[src/rtl/copper_bar_scheduler.sv]
// copper_bar_scheduler: on each vertical-blank entry, advances the animation
// frame and recomputes every copper-bar Y position from a shared wave-table
// port (one lookup per cycle). The results are double-buffered and committed
// only when a complete set is ready.
// Build option: define COPPER_SCHED_OVERRUN_EN to count aborted updates on
// out_overruns; otherwise out_overruns is tied to zero.
//
// state   | meaning
// --------+---------------------------------------------------------------
// IDLE    | waiting for a vblank rise; host config writes accepted here
// ADVANCE | snapshot config, compute shadow frame and first table address
// LOOKUP  | N+1 pipelined cycles: issue addresses, capture returned samples
// COMMIT  | new position set and frame visible, out_done pulses
module copper_bar_scheduler #(
  parameter int NUM_BARS   = 4,
  parameter int BASE_Y_RST = 113,
  parameter int PHASE_RST  = 8
) (
  input  logic                  clock,
  input  logic                  reset,
  input  logic                  in_pix_vblank,
  input  logic                  in_cfg_valid,
  output logic                  out_cfg_ready,
  input  logic [1:0]            in_cfg_addr,
  input  logic [8:0]            in_cfg_data,
  output logic [5:0]            out_wave_addr,
  input  logic [6:0]            in_wave_data,
  output logic [9*NUM_BARS-1:0] out_bar_pos,
  output logic [5:0]            out_frame,
  output logic                  out_busy,
  output logic                  out_done,
  output logic [7:0]            out_overruns
);

  localparam int KW = $clog2(NUM_BARS + 1);

  typedef enum logic [1:0] {IDLE, ADVANCE, LOOKUP, COMMIT} state_t;

  state_t state, state_next;

  logic                  vblank_q;
  logic                  rise;
  logic                  abort;
  logic                  commit_go;
  logic                  last_lookup;
  logic [2:0]            cfg_speed;
  logic [5:0]            cfg_phase;
  logic [8:0]            cfg_base;
  logic                  cfg_enable;
  logic [5:0]            snap_phase;
  logic [8:0]            snap_base;
  logic [5:0]            shadow_frame;
  logic [5:0]            addr_acc;
  logic [KW-1:0]         lk_cnt;
  logic [8:0]            shadow [NUM_BARS];
  logic [8:0]            new_pos;
  logic [9*NUM_BARS-1:0] commit_vec;

  assign rise        = in_pix_vblank & ~vblank_q;
  assign last_lookup = (lk_cnt == KW'(NUM_BARS));
  assign new_pos     = snap_base + {1'b0, in_wave_data, 1'b0};

  // Commit set: the last bar's sample arrives on the same cycle as the commit,
  // so it is taken straight from the table rather than from the shadow buffer.
  always_comb begin
    commit_vec = '0;
    for (int i = 0; i < NUM_BARS; i++) begin
      commit_vec[9*i +: 9] = (i == NUM_BARS - 1) ? new_pos : shadow[i];
    end
  end

  // State register.
  always_ff @(posedge clock) begin
    if (!reset) state <= IDLE;
    else        state <= state_next;
  end

  // Next-state and control decode; vblank dropping mid-update aborts.
  always_comb begin
    state_next    = state;
    out_cfg_ready = 1'b0;
    out_busy      = 1'b1;
    out_done      = 1'b0;
    abort         = 1'b0;
    commit_go     = 1'b0;
    out_wave_addr = 6'd0;
    case (state)
      IDLE: begin
        out_busy      = 1'b0;
        out_cfg_ready = 1'b1;
        if (rise && cfg_enable) state_next = ADVANCE;
      end
      ADVANCE: begin
        abort      = ~in_pix_vblank;
        state_next = abort ? IDLE : LOOKUP;
      end
      LOOKUP: begin
        if (!last_lookup) out_wave_addr = addr_acc;
        abort = ~in_pix_vblank;
        if (abort) begin
          state_next = IDLE;
        end else if (last_lookup) begin
          commit_go  = 1'b1;
          state_next = COMMIT;
        end
      end
      COMMIT: begin
        out_done   = 1'b1;
        state_next = IDLE;
      end
      default: state_next = IDLE;
    endcase
  end

  // Config staging, snapshot, lookup pipeline and double-buffered outputs.
  always_ff @(posedge clock) begin
    if (!reset) begin
      vblank_q     <= 1'b0;
      cfg_speed    <= 3'd1;
      cfg_phase    <= 6'(PHASE_RST);
      cfg_base     <= 9'(BASE_Y_RST);
      cfg_enable   <= 1'b1;
      snap_phase   <= '0;
      snap_base    <= '0;
      shadow_frame <= '0;
      addr_acc     <= '0;
      lk_cnt       <= '0;
      out_bar_pos  <= '0;
      out_frame    <= '0;
      for (int i = 0; i < NUM_BARS; i++) shadow[i] <= '0;
    end else begin
      vblank_q <= in_pix_vblank;
      if (in_cfg_valid && out_cfg_ready) begin
        case (in_cfg_addr)
          2'd0:    cfg_speed  <= in_cfg_data[2:0];
          2'd1:    cfg_phase  <= in_cfg_data[5:0];
          2'd2:    cfg_base   <= in_cfg_data;
          default: cfg_enable <= in_cfg_data[0];
        endcase
      end
      if (state == ADVANCE) begin
        snap_phase   <= cfg_phase;
        snap_base    <= cfg_base;
        shadow_frame <= out_frame + {3'd0, cfg_speed};
        addr_acc     <= out_frame + {3'd0, cfg_speed};
        lk_cnt       <= '0;
      end
      if (state == LOOKUP) begin
        addr_acc <= addr_acc + snap_phase;
        lk_cnt   <= lk_cnt + 1'b1;
        for (int i = 0; i < NUM_BARS; i++) begin
          if (lk_cnt == KW'(i + 1)) shadow[i] <= new_pos;
        end
      end
      if (commit_go) begin
        out_bar_pos <= commit_vec;
        out_frame   <= shadow_frame;
      end
    end
  end

`ifdef COPPER_SCHED_OVERRUN_EN
  logic [7:0] overrun_cnt;

  // Saturating count of aborted updates; cleared only by reset.
  always_ff @(posedge clock) begin
    if (!reset)                             overrun_cnt <= 8'd0;
    else if (abort && overrun_cnt != 8'hFF) overrun_cnt <= overrun_cnt + 8'd1;
  end

  assign out_overruns = overrun_cnt;
`else
  assign out_overruns = 8'd0;
`endif

endmodule

[config.mk]
export PLATFORM = sky130hd
export DESIGN_NAME = copper_bar_scheduler
export DESIGN_NICKNAME = d
export VERILOG_FILES = /design/src/rtl/copper_bar_scheduler.sv
export SDC_FILE = /design/constraint.sdc
export NUM_CORES = 1
export LEC_CHECK = 0
export ABC_AREA = 1
export BUFFER_PORTS_ARGS = -buffer_cell sky130_fd_sc_hd__buf_2
export CORE_ASPECT_RATIO = 1.75
export CORE_MARGIN = 2
export CORE_UTILIZATION = 50
export DETAILED_ROUTE_END_ITERATION = 8
export GPL_TIMING_DRIVEN = 0
export MAX_ROUTING_LAYER = met4
export PLACE_DENSITY = 0.72
export SETUP_SLACK_MARGIN = 0.3
export SLEW_MARGIN = 40
export SYNTH_ARGS = -nofsm -noshare
export SYNTH_HDL_FRONTEND = slang
export SYNTH_SLANG_ARGS = --single-unit
[constraint.sdc]
create_clock -name clock -period 4.34 [get_ports clock]
set_input_delay 0.868 -clock clock [delete_from_list [all_inputs] [get_ports clock]]
set_output_delay 0.868 -clock clock [all_outputs]
set_load 0.03 [all_outputs]
==> metrics.txt, run 1 <==
Worst path max stage delay 0.37 ns; remaining antenna violation count 0; setup slack, reg-to-reg around 2.3 ns; CTS tree built; Worst Path Max Fanout 7; global-route wire length before repair between 20000 and 25000 um; Pleak between 3 and 4 nW; total CTS buffers 17; Worst Setup SP lk_cnt[0]; via count 4605; Wirelength per Cell 15.0 um; Core Rows between 40 and 50; Total Power around 3.5 mW; I/O Buffers between 70 and 80; IO Pins between 80 and 90; vias in the first global route 4426; WL final between 10000 and 15000 um; min-delay worst type reg -> reg; critical path type reg -> out; initial antenna violation count 0; Fillers about 920; initial core utilization 51.2%; CP endpoint kind primary output; top-count cell post-synth nor2_1; Worst Max-Slew Pin Slew 0.665 ns; # clock sinks roughly 120; Final Hold Viols 0; Final setup viols 0; area leader, netlist dfxtp_1; max cap viols 0; CP startpoint kind flip-flop; ant diodes 0; Pwr Density 544 mW/mm2; FFs w/ async S/R, synth 0%; drt first pass iters 5; Reg2Reg Depth 9; worst skew pair latency 0.42 ns; Floorplan Core Area between 0.01 and 0.015 mm2; Worst Skew around 0.0076 ns; Synth top area share 35.7%; GP Congestion ~0.87; YS warnings 0; routed vias/inst around 5.2; clock tree root buffer cell clkbuf_16; CP Cell Sequence inv_1 > ha_1 > nand2_1 > inv_1 > nor3_1 > buf_2; Final nets 794; CP Capture Point out_wave_addr[0]; slew margin rel. 55.7%; Setup Fix Bufs, Post-CTS 0; H-Tree Depth 4; Post-CTS Hold Buffers 0; number of synthesized flops with an enable pin 27; Die ar. between 0.01 and 0.015 mm2; synthesized instance count 648; status finished clean; setup TNS 0 ns; placed wire-length estimate 10000 um; Critical Path RT roughly 3.5 ns; Slew Limit Fails 0; worst slack at placement around 1.6 ns; final worst slack between 1.5 and 2 ns; Top Metal Used met4; DR DRC count 0; unrepaired setup endpoints after global routing false; Die X 81.6 um; post-synthesis register bit count about 120; dominant synthesized flop cell dfxtp_1; CTS resizes 0; clk buf depth 2; grt total ovfl 0; Die Height 140 um; register area approximately 0.0027 mm2; proportion of layout cells with a drive suffix above 1 between 10% and 20%; GR Util All Layers about 25%; Metal-1 WL about 4700 um; WL met2 7220 um; Max Clk Rate around 380 MHz; Seq/Total Area, Yosys approximately 50%; Area Growth Syn to Fin 21.2%; min cycle time layout around 2.6 ns; largest net degree at the start of global routing 17; Critical Path AT between 1.5 and 2 ns; largest cells by area after synthesis dfxtp_1 36%, edfxtp_1 15%, nor2_1 11%, o21ai_0 6.8%, nand2_1 6.1%; syn avg cell area between 8 and 9 um2; Clock Pin Slew Worst Setup and Hold Paths around 0.050 ns; Max VDD drop approximately 0.00037 V; synthesized area 0.00527 mm2; RR Endpoint shadow[2][7]; slowest CP cell dfxtp_1; most used cell, CP inv_1; area of the multi-input gates between 0.002 and 0.0025 mm2; Met3 Routed Length just under 700 um; drt initial violations 235; Tcrit/Tclk final 61.0%; count of different cell masters after synthesis 37; reg2reg start snap_base[1]; synth cell count leaders 154 x nor2_1, 94 x dfxtp_1, 85 x nand2_1, 72 x o21ai_0, 59 x inv_1
-- worst min path at each step --
stage                               to  slack [ns]  depth (start not counted)       startpoint
after floorplan           out_frame[5]        0.42                          2  shadow_frame[5]
after global placement    out_frame[4]        0.44                          2  shadow_frame[4]
after detailed placement   cfg_base[4]        0.45                          2      cfg_base[4]
after CTS                 out_frame[4]        0.46                          2  shadow_frame[4]
after global routing      out_frame[5]        0.48                          2  shadow_frame[5]
final                     out_frame[5]        0.47                          2  shadow_frame[5]
-- where the power goes --
part / total, mW / internal, mW / switching (mW)
Combinational: 0.779 / 0.235 / 0.544
Clock: 1.35 / 0.850 / 0.504
Sequential: 1.34 / 1.27 / 0.0711
Total: 3.47 / 2.35 / 1.12
-- critical path: cells and delay by family (launching register included) --
kind / cells / cell delay, ns
flops: 1 / 0.37
simple gates: 2 / 0.30
buf+inv: 3 / 0.49
fa+ha+maj: 1 / 0.21
-- placed cells by master (no fill, tap or decap), types with 4 or more instances in the layout --
cell type	count
nor2_1	154
dfxtp_1	94
clkbuf_1	13
buf_4	8
nor3_1	4
o21ai_0	72
nand3_1	32
nand2_1	85
conb_1	8
a21oi_1	25
clkinvlp_4	4
clkbuf_16	18
inv_1	59
ha_1	24
buf_2	80
edfxtp_1	27
-- per-layer routing --
layer	track usage, %	vias up
met4	14.6	0
met2	45.0	157
met5	-	-
li1	-	2283
met1	24.0	2123
met3	6.49	42
-- kinds of logic after synthesis --
kind of cell	synth area share, %
simple gates	22.6
xor+xnor	0.831
other cells	0.0711
buf+inv	7.43
compound gates	11.2
flops	51.1
fa+ha+maj	6.84
-- state kept, by name (all words and copies together), names as in the netlist --
name / flops
addr_acc: 6
cfg_speed: 3
cfg_enable: 1
state: 2
cfg_base: 9
cfg_phase: 6
out_bar_pos: 36
lk_cnt: 3
snap_phase: 6
out_frame: 6
shadow_frame: 6
vblank_q: 1
snap_base: 9
shadow: 27
-- layout make-up --
type,count,area share (%)
timing repair buffer,71,5.56
tap,127,2.49
multi-input combinational,441,34.6
inverter,62,3.64
clock inverter,10,1.43
clock buffer,22,7.60
buffer,31,2.49
sequential,121,42.1
-- metrics by stage --
| stage | instances | hold WS [ns] | utilization [%] | area [um2] |
|---|---|---|---|---|
| floorplan | 655 | 0.424 | - | 5300 |
| global placement | 853 | 0.437 | 56.4 | 5810 |
| detailed placement | 853 | 0.451 | 56.4 | 5810 |
| CTS | 885 | 0.465 | 62.0 | 6390 |
| global route | 885 | 0.480 | 62.0 | 6390 |
| finish | 885 | 0.468 | 62.0 | 6390 |
(Power assumes the default switching activity.)
==> inputs of run 2 (changes only) <==
- clock period: 4.34 -> 2.7 ns (I/O delays scaled with it)
==> run 2 against run 1 <==
Clock power grew 61%. Clock-buffer cell count is the same. Clock skew about the same. Largest power group unchanged. Total power increased by 61%. Wire length is 0.14% lower. Sequential power up 61%. Hold slack got worse by 0.13 ns. Sequential share of layout area shrank 0.066 points.
==> metrics.txt, run 2 (same netlist as run 1, synthesis figures left out) <==
Psw 1.80 mW (+61%); H-Tree Depth 4 (unchanged); Worst Path Max Fanout 7 (unchanged); Critical Path AT 1.72 ns (-0.06 ns); Core Rows 49 (unchanged); Post-CTS Hold Buffers 0 (unchanged); commonest non-fill, non-tap cell in the layout nor2_1; clock tree root buffer cell clkbuf_16; Worst path max stage delay 0.37 ns (about the same); slew margin rel. 55.7% (about the same); grt total ovfl 0 (unchanged); Final nets 794 (unchanged); clock power share 38.9% (about the same); Fillers 922 (+0.11%); largest register by flop count out_bar_pos; CP endpoint kind primary output; Clock Pin Slew Worst Setup and Hold Paths 0.05 ns (about the same); total CTS buffers 17 (unchanged); clk buf depth 2 (unchanged); drt initial violations 232 (-1.3%); registers with the most flip-flops out_bar_pos (36), shadow (27); final non-filler cell area 0.00640 mm2 (+0.16%); Area Growth Syn to Fin 21.4%; switch share 32.2% (about the same); global-route wire length before repair 21100 um (unchanged); CP Cell Sequence inv_1 > ha_1 > nand2_1 > inv_2 > nor3_1 > buf_2; slowest CP cell dfxtp_1; proportion of layout cells with a drive suffix above 1 17.2% (+0.26 points); ant diodes 0 (unchanged); CTS tree built; worst skew pair latency 0.42 ns (about the same); GR Util All Layers 25.5% (unchanged); initial core utilization 51.2% (unchanged); remaining antenna violation count 0 (unchanged); vias in the first global route 4426 (unchanged); Slew Limit Fails 0 (unchanged); critical path type reg -> out; Pleak 3.19 nW (about the same); hold slack 0.337 ns (-0.131 ns); WL final 13200 um (-0.14%); max cap viols 0 (unchanged); status finished clean; P_int 3.79 mW (+61%); Worst Skew 0.00768 ns (+0.0000521 ns); Final setup viols 0 (unchanged); CP startpoint kind flip-flop; Die X 81.6 um (unchanged); Worst Max-Slew Pin Slew 0.665 ns (+0.0000464 ns); # clock sinks 121 (unchanged); Wirelength per Cell 15.0 um (-0.14%); Floorplan Core Area 0.0103 mm2 (unchanged); GP Congestion 0.867 (unchanged); Die Height 140 um (unchanged); unrepaired setup endpoints after global routing false; largest net degree at the start of global routing 17 (unchanged); most frequent cells in the layout 154 x nor2_1, 94 x dfxtp_1, 85 x nand2_1, 78 x buf_2, 72 x o21ai_0; I/O Buffers 71 (unchanged); fin util 62.1% (+0.097 points); drt first pass iters 5 (unchanged); setup TNS 0 ns (unchanged); Max VDD drop 0.000595 V (+60%); DR DRC count 0 (unchanged); Pwr Density 873 mW/mm2 (+61%); min-delay worst type in -> reg; IO Pins 81 (unchanged); max reg flops 36 (unchanged); Critical Path RT 2.16 ns (-1.31 ns); min cycle time layout roughly 2.3 ns; Total Power 5.59 mW (+61%); initial antenna violation count 0 (unchanged); DP Area 0.00581 mm2 (unchanged); Tcrit/Tclk final 83.9%; Final Hold Viols 0 (unchanged); sequential power share 38.6% (about the same); via count 4587 (-0.39%); routed vias/inst 5.18 (-0.39%); Max Clk Rate 442 MHz; placed wire-length estimate 10000 um (unchanged); Die ar. 0.0114 mm2 (unchanged); Comb pwr share 22.5% (about the same)
[run 2: cell type report]
cell class | instances | area, um2 | share of cell area [%]
clock inverters | 10 | 91.3 | 1.43
repair buffers | 71 | 360 | 5.63
inverters | 62 | 233 | 3.64
multi-input cells | 441 | 2220 | 34.7
well taps | 127 | 159 | 2.48
clock buffers | 22 | 485 | 7.59
plain buffers | 31 | 159 | 2.48
flip-flops and latches | 121 | 2690 | 42.1
[run 2: through the flow]
step / std cells / worst slack [ns]
floorplan: 655 / 0.678
global placement: 853 / 0.357
detailed placement: 853 / 0.337
CTS: 885 / 0.388
global route: 885 / 0.350
finish: 885 / 0.436
[run 2: power by group through the flow]
stage	logic [mW]	clock network [mW]	registers [mW]
after global placement	1.19	0	2.18
after floorplan	0.891	0	2.15
after global routing	1.39	2.28	2.17
final	1.26	2.17	2.16
after detailed placement	1.24	0	2.19
after CTS	1.25	2.19	2.15
[run 2: timing repair]
action,in CTS,in global routing
setup endpoints to repair,0,3
resized for setup,0,4
buffers inserted,0,0
hold endpoints to repair,0,0
[run 2: path summary, 6_finish.rpt]
check / slack [ns] / start / end / cells past startpoint
max reg2reg: 0.68 / snap_base[1] / shadow[2][7] / 9
max: 0.44 / lk_cnt[0] / out_wave_addr[1] / 6
min: 0.34 / in_cfg_data[6] / cfg_base[6] / 3
min reg2reg: 0.46 / shadow[1][8] / out_bar_pos[17] / 2
[run 2: worst max-delay path, delay by kind of cell, from the launching register on]
kind | cells | cell delay, ns
buf+inv | 3 | 0.44
flops | 1 | 0.37
simple gates | 2 | 0.28
fa+ha+maj | 1 | 0.21
[run 2: per-layer routing]
layer | share of wire (%) | global-route usage, % | up-vias
met1 | 36 | 24.0 | 2103
met5 | 0 | - | -
met3 | 4.7 | 6.49 | 52
li1 | - | - | 2281
met2 | 54 | 45.0 | 151
met4 | 5.3 | 14.6 | 0
